### src/rtl/broadcast_pkg.sv
// -----------------------------------------------------------------------------
// broadcast_pkg
// Shared types for the broadcast scheduler:
//   sched_state_t  - scheduler state (RUN accepts issues, DRAIN waits for a
//                    barrier message to leave the tree)
//   trk_entry_t    - one slot of the completion tracker {valid, id}
//   calc_id_width  - requester-id width for a given requester count
// -----------------------------------------------------------------------------
package broadcast_pkg;

    typedef enum logic [0:0] {
        RUN   = 1'b0,
        DRAIN = 1'b1
    } sched_state_t;

    // Tracker ids are stored at a fixed maximum width so the struct can live
    // here; the scheduler only uses the low ID_WIDTH bits.
    localparam int MAX_ID_WIDTH = 8;

    typedef struct packed {
        logic                    valid;
        logic [MAX_ID_WIDTH-1:0] id;
    } trk_entry_t;

    function automatic int calc_id_width(input int n);
        return (n <= 1) ? 1 : $clog2(n);
    endfunction

endpackage

### src/rtl/rr_arbiter.sv
// -----------------------------------------------------------------------------
// rr_arbiter
// Purely combinational round-robin search: finds the first asserted request
// at or after the pointer, wrapping modulo REQUESTERS.
//   req_i    in  REQUESTERS  request vector
//   ptr_i    in  IDW         search start position
//   idx_o    out IDW         selected requester (0 when none found)
//   found_o  out 1           at least one request asserted
// -----------------------------------------------------------------------------
module rr_arbiter
    import broadcast_pkg::*;
#(
    parameter int  REQUESTERS = 4,
    localparam int IDW        = calc_id_width(REQUESTERS)
) (
    input  logic [REQUESTERS-1:0] req_i,
    input  logic [IDW-1:0]        ptr_i,
    output logic [IDW-1:0]        idx_o,
    output logic                  found_o
);

    logic [IDW-1:0] pos;

    // Walk offsets from the farthest down to zero so the nearest request to
    // the pointer is the last (winning) assignment.
    always_comb begin
        idx_o   = '0;
        found_o = 1'b0;
        pos     = '0;
        for (int k = REQUESTERS - 1; k >= 0; k--) begin
            pos = IDW'((int'(ptr_i) + k) % REQUESTERS);
            if (req_i[pos]) begin
                idx_o   = pos;
                found_o = 1'b1;
            end
        end
    end

endmodule

### src/rtl/broadcast_scheduler.sv
// -----------------------------------------------------------------------------
// broadcast_scheduler
// Round-robin sharing of one broadcast path among REQUESTERS sources, with an
// in-order completion tracker matched to the tree latency and support for
// barrier (blocking) messages.
//   clk           in  1                         clock
//   reset         in  1                         async active-high reset
//   req_valid     in  REQUESTERS                per-requester request
//   req_message   in  MESSAGE_WIDTH*REQUESTERS  message i at [i*MW +: MW]
//   req_blocking  in  REQUESTERS                request is a barrier
//   req_ready     out REQUESTERS                one-hot grant (or zero)
//   out_valid     out 1                         message valid into the tree
//   out_message   out MESSAGE_WIDTH             message into the tree
//   done_valid    out 1                         completion pulse
//   done_id       out ID_WIDTH                  requester that completed
//   busy          out 1                         anything in flight or draining
// -----------------------------------------------------------------------------
module broadcast_scheduler
    import broadcast_pkg::*;
#(
    parameter int  MESSAGE_WIDTH = 16,
    parameter int  REQUESTERS    = 4,
    parameter int  TREE_LATENCY  = 2,
    localparam int ID_WIDTH      = calc_id_width(REQUESTERS)
) (
    input  logic                                clk,
    input  logic                                reset,
    input  logic [REQUESTERS-1:0]               req_valid,
    input  logic [MESSAGE_WIDTH*REQUESTERS-1:0] req_message,
    input  logic [REQUESTERS-1:0]               req_blocking,
    output logic [REQUESTERS-1:0]               req_ready,
    output logic                                out_valid,
    output logic [MESSAGE_WIDTH-1:0]            out_message,
    output logic                                done_valid,
    output logic [ID_WIDTH-1:0]                 done_id,
    output logic                                busy
);

    localparam int DEPTH = TREE_LATENCY + 1;

    sched_state_t             state_q;
    logic [ID_WIDTH-1:0]      rr_q, rr_d;
    logic                     out_valid_q;
    logic [MESSAGE_WIDTH-1:0] out_message_q, out_message_d;
    trk_entry_t               trk_q [DEPTH];
    trk_entry_t               trk_d;
    trk_entry_t               done_q;

    logic [ID_WIDTH-1:0]      cand;
    logic                     found;
    logic                     cand_blocking;
    logic                     trk_busy;
    logic                     handshake;
    logic                     unused_id_bits;

    rr_arbiter #(
        .REQUESTERS (REQUESTERS)
    ) u_arb (
        .req_i   (req_valid),
        .ptr_i   (rr_q),
        .idx_o   (cand),
        .found_o (found)
    );

    // Occupancy of the shift stages only; the completion register is left
    // out so a barrier may issue in the same cycle the last message retires.
    always_comb begin
        trk_busy = 1'b0;
        for (int k = 0; k < DEPTH; k++) begin
            trk_busy = trk_busy | trk_q[k].valid;
        end
    end

    // A stalled barrier candidate is not skipped: the pointer stays on it so
    // later requesters cannot overtake it.
    always_comb begin
        req_ready     = '0;
        cand_blocking = req_blocking[cand];
        if (found && (state_q == RUN) && (!cand_blocking || !trk_busy)) begin
            req_ready[cand] = 1'b1;
        end
    end

    assign handshake = |(req_ready & req_valid);

    always_comb begin
        rr_d          = rr_q;
        out_message_d = out_message_q;
        trk_d         = '0;
        if (handshake) begin
            rr_d          = (cand == ID_WIDTH'(REQUESTERS - 1)) ? '0 : cand + 1'b1;
            out_message_d = req_message[cand*MESSAGE_WIDTH +: MESSAGE_WIDTH];
            trk_d.valid   = 1'b1;
            trk_d.id      = MAX_ID_WIDTH'(cand);
        end
    end

    always_ff @(posedge clk or posedge reset) begin
        if (reset) begin
            state_q       <= RUN;
            rr_q          <= '0;
            out_valid_q   <= 1'b0;
            out_message_q <= '0;
            for (int k = 0; k < DEPTH; k++) begin
                trk_q[k] <= '0;
            end
            done_q        <= '0;
        end else begin
            rr_q          <= rr_d;
            out_valid_q   <= handshake;
            out_message_q <= out_message_d;
            trk_q[0]      <= trk_d;
            for (int k = 1; k < DEPTH; k++) begin
                trk_q[k] <= trk_q[k-1];
            end
            done_q        <= trk_q[DEPTH-1];
            case (state_q)
                RUN:     if (handshake && cand_blocking) state_q <= DRAIN;
                // While draining, the barrier is the only message in flight,
                // so any completion belongs to it.
                DRAIN:   if (done_q.valid) state_q <= RUN;
                default: state_q <= RUN;
            endcase
        end
    end

    assign out_valid      = out_valid_q;
    assign out_message    = out_message_q;
    assign done_valid     = done_q.valid;
    assign done_id        = done_q.id[ID_WIDTH-1:0];
    // The completion stage still counts as in flight for busy.
    assign busy           = trk_busy | done_q.valid | out_valid_q | (state_q == DRAIN);
    assign unused_id_bits = ^done_q.id;

endmodule

### config.mk
export PLATFORM = sky130hd
export DESIGN_NAME = broadcast_scheduler
export DESIGN_NICKNAME = d
export VERILOG_FILES = /design/src/rtl/broadcast_pkg.sv /design/src/rtl/rr_arbiter.sv /design/src/rtl/broadcast_scheduler.sv
export SDC_FILE = /design/constraint.sdc
export NUM_CORES = 1
export LEC_CHECK = 0
export CORE_MARGIN = 2
export CORE_UTILIZATION = 60
export CTS_CLUSTER_SIZE = 14
export DETAILED_ROUTE_END_ITERATION = 8
export DONT_BUFFER_PORTS = 1
export GPL_TIMING_DRIVEN = 0
export PLACE_DENSITY = 0.73
export SLEW_MARGIN = 0
export SYNTH_ARGS = -nofsm -noshare
export SYNTH_HDL_FRONTEND = slang
export SYNTH_HIERARCHICAL = 1
export SYNTH_SLANG_ARGS = --single-unit
### constraint.sdc
create_clock -name clk -period 9 [get_ports clk]
set_clock_uncertainty 0.1 [all_clocks]
set_input_delay 1.35 -clock clk [delete_from_list [all_inputs] [get_ports clk]]
set_output_delay 1.35 -clock clk [all_outputs]
set_load 0.05 [all_outputs]
==> reports/summary.txt, run 1 <==
Outcome = complete, no violations
Final count of hold timing violations = 0
Delay of the slowest critical-path stage = 0.46 ns
Filler Cell Count = 196
Largest net degree at the start of global routing = 32
Tot GR Track Use = 22.7%
First-pass GRT wire length = 5380 um
Initial DRC Count = 56
CTS root buf = clkbuf_4
Layout cells sized above 1 = 38.7%
Slew HR = 24.0%
Leading post-synthesis cells by cell area = dfrtp_1 (44%), mux4_2 (17%), mux2_4 (15%)
Clock Pin Slew Worst Setup and Hold Paths = 0.09 ns
Placement Cell Area = 1780 sq um
Number of max-cap violations = 0
Num rows = 19
Delay-heaviest family, CP = buffers and inverters
Initial antenna violation count = 0
Max IR drop VDD = 0.360 mV
Final net count = 196
Post-CTS Resized = 0
Die width = 57.9 um
Vias/cell = 6.47
Gpl congestion = 0.834
P&R area growth vs syn = 7.17%
Util after Layout = 67.8%
Final setup viols = 0
Mapped Nets = 189
Htree depth = 2
N_diodes = 0
Worst-margin pin slew = 1.14 ns
Most common cell in the synthesized netlist = dfrtp_1
Syn Std Cell Area = 1740 sq um
CTS tree = done
Clock Path Buffers = 2
Via count = 970
Tmin final = 4.80 ns
Worst Setup Start Kind = primary input
Max FO, Critical Path = 10
Ports = 99
PD cells = 449 nW/um^2
Max Clk Rate = 208 MHz
Grt total ovfl = 0
Number of enable flip-flop cells after synthesis = 0
Crit. End Element = output port
Synth warn = 6
FF+latch count, synth = 31
Fin crit share = 53.3%
Initial Util = 63.2%
Die footprint = 3350 sq um
Num CTS Buffers = 5
Crit-path slowest cell = buf_1
Main synth FF type = dfrtp_1
Final ANT Viol Nets = 0
Wirelength, routed = 3280 um
Register area share after synthesis = 44.5%
Clk_lat worst skew = 0.33 ns
WP data arrival = 3.35 ns
Crit path buf inv count = 3
Syn avg cell area = 15.7 sq um
Drt drc = 0
Die H = 57.9 um
Fin. max-slew vios = 0
Post-synthesis cell type count = 26
Top post-synthesis cells by count = dfrtp_1 (31), mux2_4 (17), mux4_2 (13), nor2_1 (7), inv_1 (5)
Yosys top cell by area = dfrtp_1
Total clock sinks = 31
Pre-antenna DRT Iters = 4
CP required = 7.55 ns
CORE AREA = 2760 sq um
Dpl hpwl = 2590 um
Tot Pwr = 0.840 mW
Worst-path cell chain = nor3b_1 -> a211oi_1 -> nor2_1 -> clkbuf_1 -> buf_1 -> inv_1 -> ha_1 -> and2_1
Worst Hold Class = reg2reg
Mapped Cells = 111
Synth top area share = 44.5%
Design Area, Final = 1870 sq um
Hold_buf cts = 0
Post-route setup TNS = 0 ns
CP Class = in2out
Vias in the first global route = 1099
RSZ-0062 raised after global routing = false
Post-synth ARST share = 100%
I/O Buffers = 0
R2r setup slk = 5.75 ns
Pleak = 0.874 nW
Routed len/inst = 21.9 um
Setup Buffers After CTS = 0
[flip-flops by register name, summed over array words and instances (netlist names)]
| name | flops |
|---|---|
| done_id | 2 |
| out_valid | 1 |
| rr_q | 2 |
| out_message | 16 |
| trk_q | 8 |
| done_valid | 1 |
| state_q | 1 |
[cell type report]
class / instances / area [sq um] / share of cell area, %
Buffer: 6 / 46.3 / 2.48
Clock buffer: 6 / 51.3 / 2.74
Clock inverter: 2 / 35.0 / 1.87
Inverter: 5 / 18.8 / 1.00
Multi-Input combinational cell: 69 / 903 / 48.3
Sequential cell: 31 / 776 / 41.5
Tap cell: 31 / 38.8 / 2.07
[placed cells by master (no fill, tap or decap)]
master,instances
inv_1,5
clkbuf_1,1
buf_6,3
buf_1,1
clkinv_2,1
a211oi_1,1
a22oi_1,2
nor2_1,7
a21oi_4,1
a21oi_1,1
mux2i_1,1
nand3_1,1
nand2_4,1
clkbuf_4,5
dfrtp_1,31
mux2_2,1
clkbuf_8,1
nor3b_1,1
mux4_2,13
ha_1,4
mux2_4,17
o21ai_0,1
a211oi_2,1
or3_1,2
mux4_1,4
nand2_1,3
bufinv_16,1
buf_2,1
and2_1,4
nand2b_1,3
[logic make-up (layout without fill, tap and decap cells)]
logic type,after synthesis,count (layout),synth area share (%)
adder cells (fa/ha/maj),4,4,2.87
AND/OR/NAND/NOR,22,22,6.74
flip-flops,31,31,44.5
multiplexers,36,36,38.7
buffers and inverters,11,19,3.73
AO/OA/AOI/OAI,7,7,3.51
[power by group]
group / internal [mW] / switching, mW / leakage [nW] / total [mW]
sequential: 0.198 / 0.194 / 0.386 / 0.392
combinational: 0.185 / 0.149 / 0.440 / 0.334
clock: 0.0656 / 0.0483 / 0.0482 / 0.114
[per-stage QoR]
step,setup slack (ns),std cells,hold slack [ns]
2_1_floorplan,4.44,111,0.231
3_3_place_gp,4.20,142,0.236
3_5_place_dp,4.15,142,0.235
4_1_cts,4.15,150,0.257
5_1_grt,3.92,150,0.265
6_report,4.20,150,0.256
[final timing paths]
kind / depth (start not counted) / to / startpoint
max: 8 / req_ready[0] / req_valid[1]
min: 0 / trk_q[9] / trk_q[18]
max reg2reg: 12 / out_message[5] / rr_q[1]
min reg2reg: 0 / trk_q[9] / trk_q[18]
max in group asynchronous: 1 / trk_q[18] / reset
min in group asynchronous: 1 / out_message[12] / reset
[worst reg2reg max path, stage by stage (launching register included)]
cell	delay, ns
dfrtp_1	0.45
nor3b_1	0.20
a211oi_1	0.07
nor2_1	0.19
clkbuf_1	0.39
buf_1	0.46
inv_1	0.18
ha_1	0.24
a22oi_1	0.16
nand2_1	0.12
nand2_4	0.10
buf_6	0.18
mux2_4	0.31
[layer usage]
layer | up-vias | GRT usage (%) | part of all wire, %
met5 | - | 0 | 0
li1 | 433 | - | -
met3 | 4 | 10.3 | 11
met1 | 466 | 28.1 | 38
met2 | 67 | 34.6 | 50
met4 | 0 | 9.97 | 1.6
Power figures use the tool's default switching activity.
==> run 2: changes to the inputs <==
--- a/config.mk
+++ b/config.mk
@@ -6,12 +6,12 @@
 export NUM_CORES = 1
 export LEC_CHECK = 0
 export CORE_MARGIN = 2
-export CORE_UTILIZATION = 60
+export CORE_UTILIZATION = 56
 export CTS_CLUSTER_SIZE = 14
 export DETAILED_ROUTE_END_ITERATION = 8
 export DONT_BUFFER_PORTS = 1
 export GPL_TIMING_DRIVEN = 0
-export PLACE_DENSITY = 0.73
+export PLACE_DENSITY = 0.71
 export SLEW_MARGIN = 0
 export SYNTH_ARGS = -nofsm -noshare
 export SYNTH_HDL_FRONTEND = slang
==> constraint.sdc (replaced) <==
create_clock -name clk -period 4.3 [get_ports clk]
set_clock_uncertainty 0.1 [all_clocks]
set_input_delay 0.645 -clock clk [delete_from_list [all_inputs] [get_ports clk]]
set_output_delay 0.645 -clock clk [all_outputs]
set_load 0.05 [all_outputs]
==> reports/summary.txt, run 2 (same netlist as run 1, synthesis figures left out) <==
CTS root buf = clkbuf_4 (unchanged)
Tot Pwr = 1.76 mW (was 0.840 mW)
Routed len/inst = 21.2 um (was 21.9 um)
Final ANT Viol Nets = 0 (unchanged)
Outcome = complete, no violations (unchanged)
Worst Hold Class = reg2reg (unchanged)
Final net count = 196 (unchanged)
Fin crit share = 83.5%
Die width = 59.8 um (was 57.9 um)
Final setup viols = 0 (unchanged)
Drt drc = 0 (unchanged)
Setup Buffers After CTS = 0 (unchanged)
Die footprint = 3580 sq um (was 3350 sq um)
Num CTS Buffers = 5 (unchanged)
Max reg flops = 16 (unchanged)
Final count of hold timing violations = 0 (unchanged)
RSZ-0062 raised after global routing = false (unchanged)
Ports = 99 (unchanged)
Max IR drop VDD = 0.455 mV (was 0.360 mV)
Clk_lat worst skew = 0.33 ns (about the same)
First-pass GRT wire length = 4840 um (was 5380 um)
Slew HR = 26.8% (was 24.0%)
Hold_buf cts = 0 (unchanged)
Tot GR Track Use = 19.1% (was 22.7%)
Util after Layout = 62.3% (was 67.8%)
Post-route setup TNS = 0 ns (unchanged)
Num rows = 20 (was 19)
Htree depth = 2 (unchanged)
Initial Util = 58.1% (was 63.2%)
Worst-margin pin slew = 1.10 ns (was 1.14 ns)
P&R area growth vs syn = 7.32% (was 7.17%)
Vias/cell = 6.70 (was 6.47)
Clock Path Buffers = 2 (unchanged)
Worst Hold Margin = 0.245 ns (was 0.256 ns)
N_diodes = 0 (unchanged)
Wirelength, routed = 3230 um (was 3280 um)
Max Clk Rate = 278 MHz
Initial DRC Count = 29 (was 56)
Via count = 1019 (was 970)
Tmin final = 3.59 ns
WP data arrival = 2.85 ns (was 3.35 ns)
Filler Cell Count = 234 (was 196)
Most frequent cells in the layout = dfrtp_1 (31), mux2_4 (17), mux4_2 (13) (unchanged)
Crit-path slowest cell = buf_1 (unchanged)
CTS tree = done (unchanged)
Total clock sinks = 31 (unchanged)
P_int = 0.940 mW (was 0.449 mW)
Dpl hpwl = 2440 um (was 2590 um)
CP required = 3.56 ns (was 7.55 ns)
Delay of the slowest critical-path stage = 0.47 ns (was 0.46 ns)
Net Switching = 0.822 mW (was 0.391 mW)
Worst Setup Start Kind = flop (was primary input)
CP Class = reg2out (was in2out)
Max FO, Critical Path = 10 (unchanged)
Pleak = 0.874 nW (unchanged)
Comb pwr share = 40.1% (was 39.8%)
Crit path buf inv count = 3 (unchanged)
Vias in the first global route = 1115 (was 1099)
Initial antenna violation count = 0 (unchanged)
Most common cell after layout, fill and taps aside = dfrtp_1 (unchanged)
Layout cells sized above 1 = 38.7% (unchanged)
PD cells = 941 nW/um^2 (was 449 nW/um^2)
Sequential Power Share = 46.5% (was 46.7%)
Gpl congestion = 0.770 (was 0.834)
Worst-path cell chain = nor3b_1 -> a211oi_1 -> nor2_1 -> clkbuf_1 -> buf_1 -> inv_1 -> ha_1 -> and2_1 (unchanged)
Pre-antenna DRT Iters = 4 (unchanged)
Number of max-cap violations = 0 (unchanged)
Net Sw Frac = 46.7% (was 46.5%)
Clock Pin Slew Worst Setup and Hold Paths = 0.10 ns (was 0.09 ns)
Grt total ovfl = 0 (unchanged)
Post-CTS Resized = 0 (unchanged)
Clock power frac = 13.4% (was 13.6%)
Die H = 59.8 um (was 57.9 um)
Crit. End Element = output port (unchanged)
CORE AREA = 3000 sq um (was 2760 sq um)
Delay-heaviest family, CP = buffers and inverters (unchanged)
Fin. max-slew vios = 0 (unchanged)
Largest net degree at the start of global routing = 32 (unchanged)
I/O Buffers = 0 (unchanged)
run 2: cell counts in the layout (fill, tap and decap cells not counted):
No cell type changed its count.
run 2: metal layers:
metal / GRT usage, % / part of all wire, %
met2: 32.3 / 51
met3: 8.66 / 9.9
met5: 0 / 0
met1: 20.6 / 37
met4: 8.25 / 2.6
run 2: worst register-to-register path, delay by kind of cell, from the launching register on:
family,cells,cell delay (ns)
flip-flops,1,0.45
adder cells (fa/ha/maj),1,0.24
buffers and inverters,4,1.23
multiplexers,1,0.31
AO/OA/AOI/OAI,2,0.25
AND/OR/NAND/NOR,4,0.64
run 2: path summary, 6_finish.rpt:
check                           from        endpoint  slack, ns  depth (start not counted)
setup reg to reg             rr_q[1]  out_message[0]       0.96                         12
hold reg to reg            trk_q[19]       trk_q[10]       0.25                          0
min in group asynchronous      reset       trk_q[10]       0.37                          1
max in group asynchronous      reset  out_message[0]       3.06                          1
hold / removal             trk_q[19]       trk_q[10]       0.25                          0
setup / recovery             rr_q[1]    req_ready[1]       0.71                          8
run 2: stage by stage:
| step | area, sq um | cells | setup WS (ns) |
|---|---|---|---|
| finish | 1870 | 152 | 0.709 |
| global route | 1870 | 152 | 0.398 |
| CTS | 1870 | 152 | 0.621 |
| detailed placement | 1790 | 144 | 0.688 |
| global placement | 1790 | 144 | 0.795 |
| floorplan | 1740 | 111 | 1.15 |
run 2: layout make-up:
class	instances	area [sq um]	share of cell area, %
multi-input cells	69	903	48.3
flip-flops and latches	31	776	41.4
clock buffers	6	51.3	2.74
plain buffers	6	46.3	2.47
well taps	33	41.3	2.21
clock inverters	2	35.0	1.87
inverters	5	18.8	1.00
run 2: power groups by stage:
stage                     clock network [mW]  logic [mW]  registers [mW]
after global placement                     0       0.698           0.821
after floorplan                            0       0.636           0.800
after global routing                   0.259       0.758           0.839
after CTS                              0.244       0.718           0.822
after detailed placement                   0       0.716           0.827
final                                  0.237       0.706           0.819
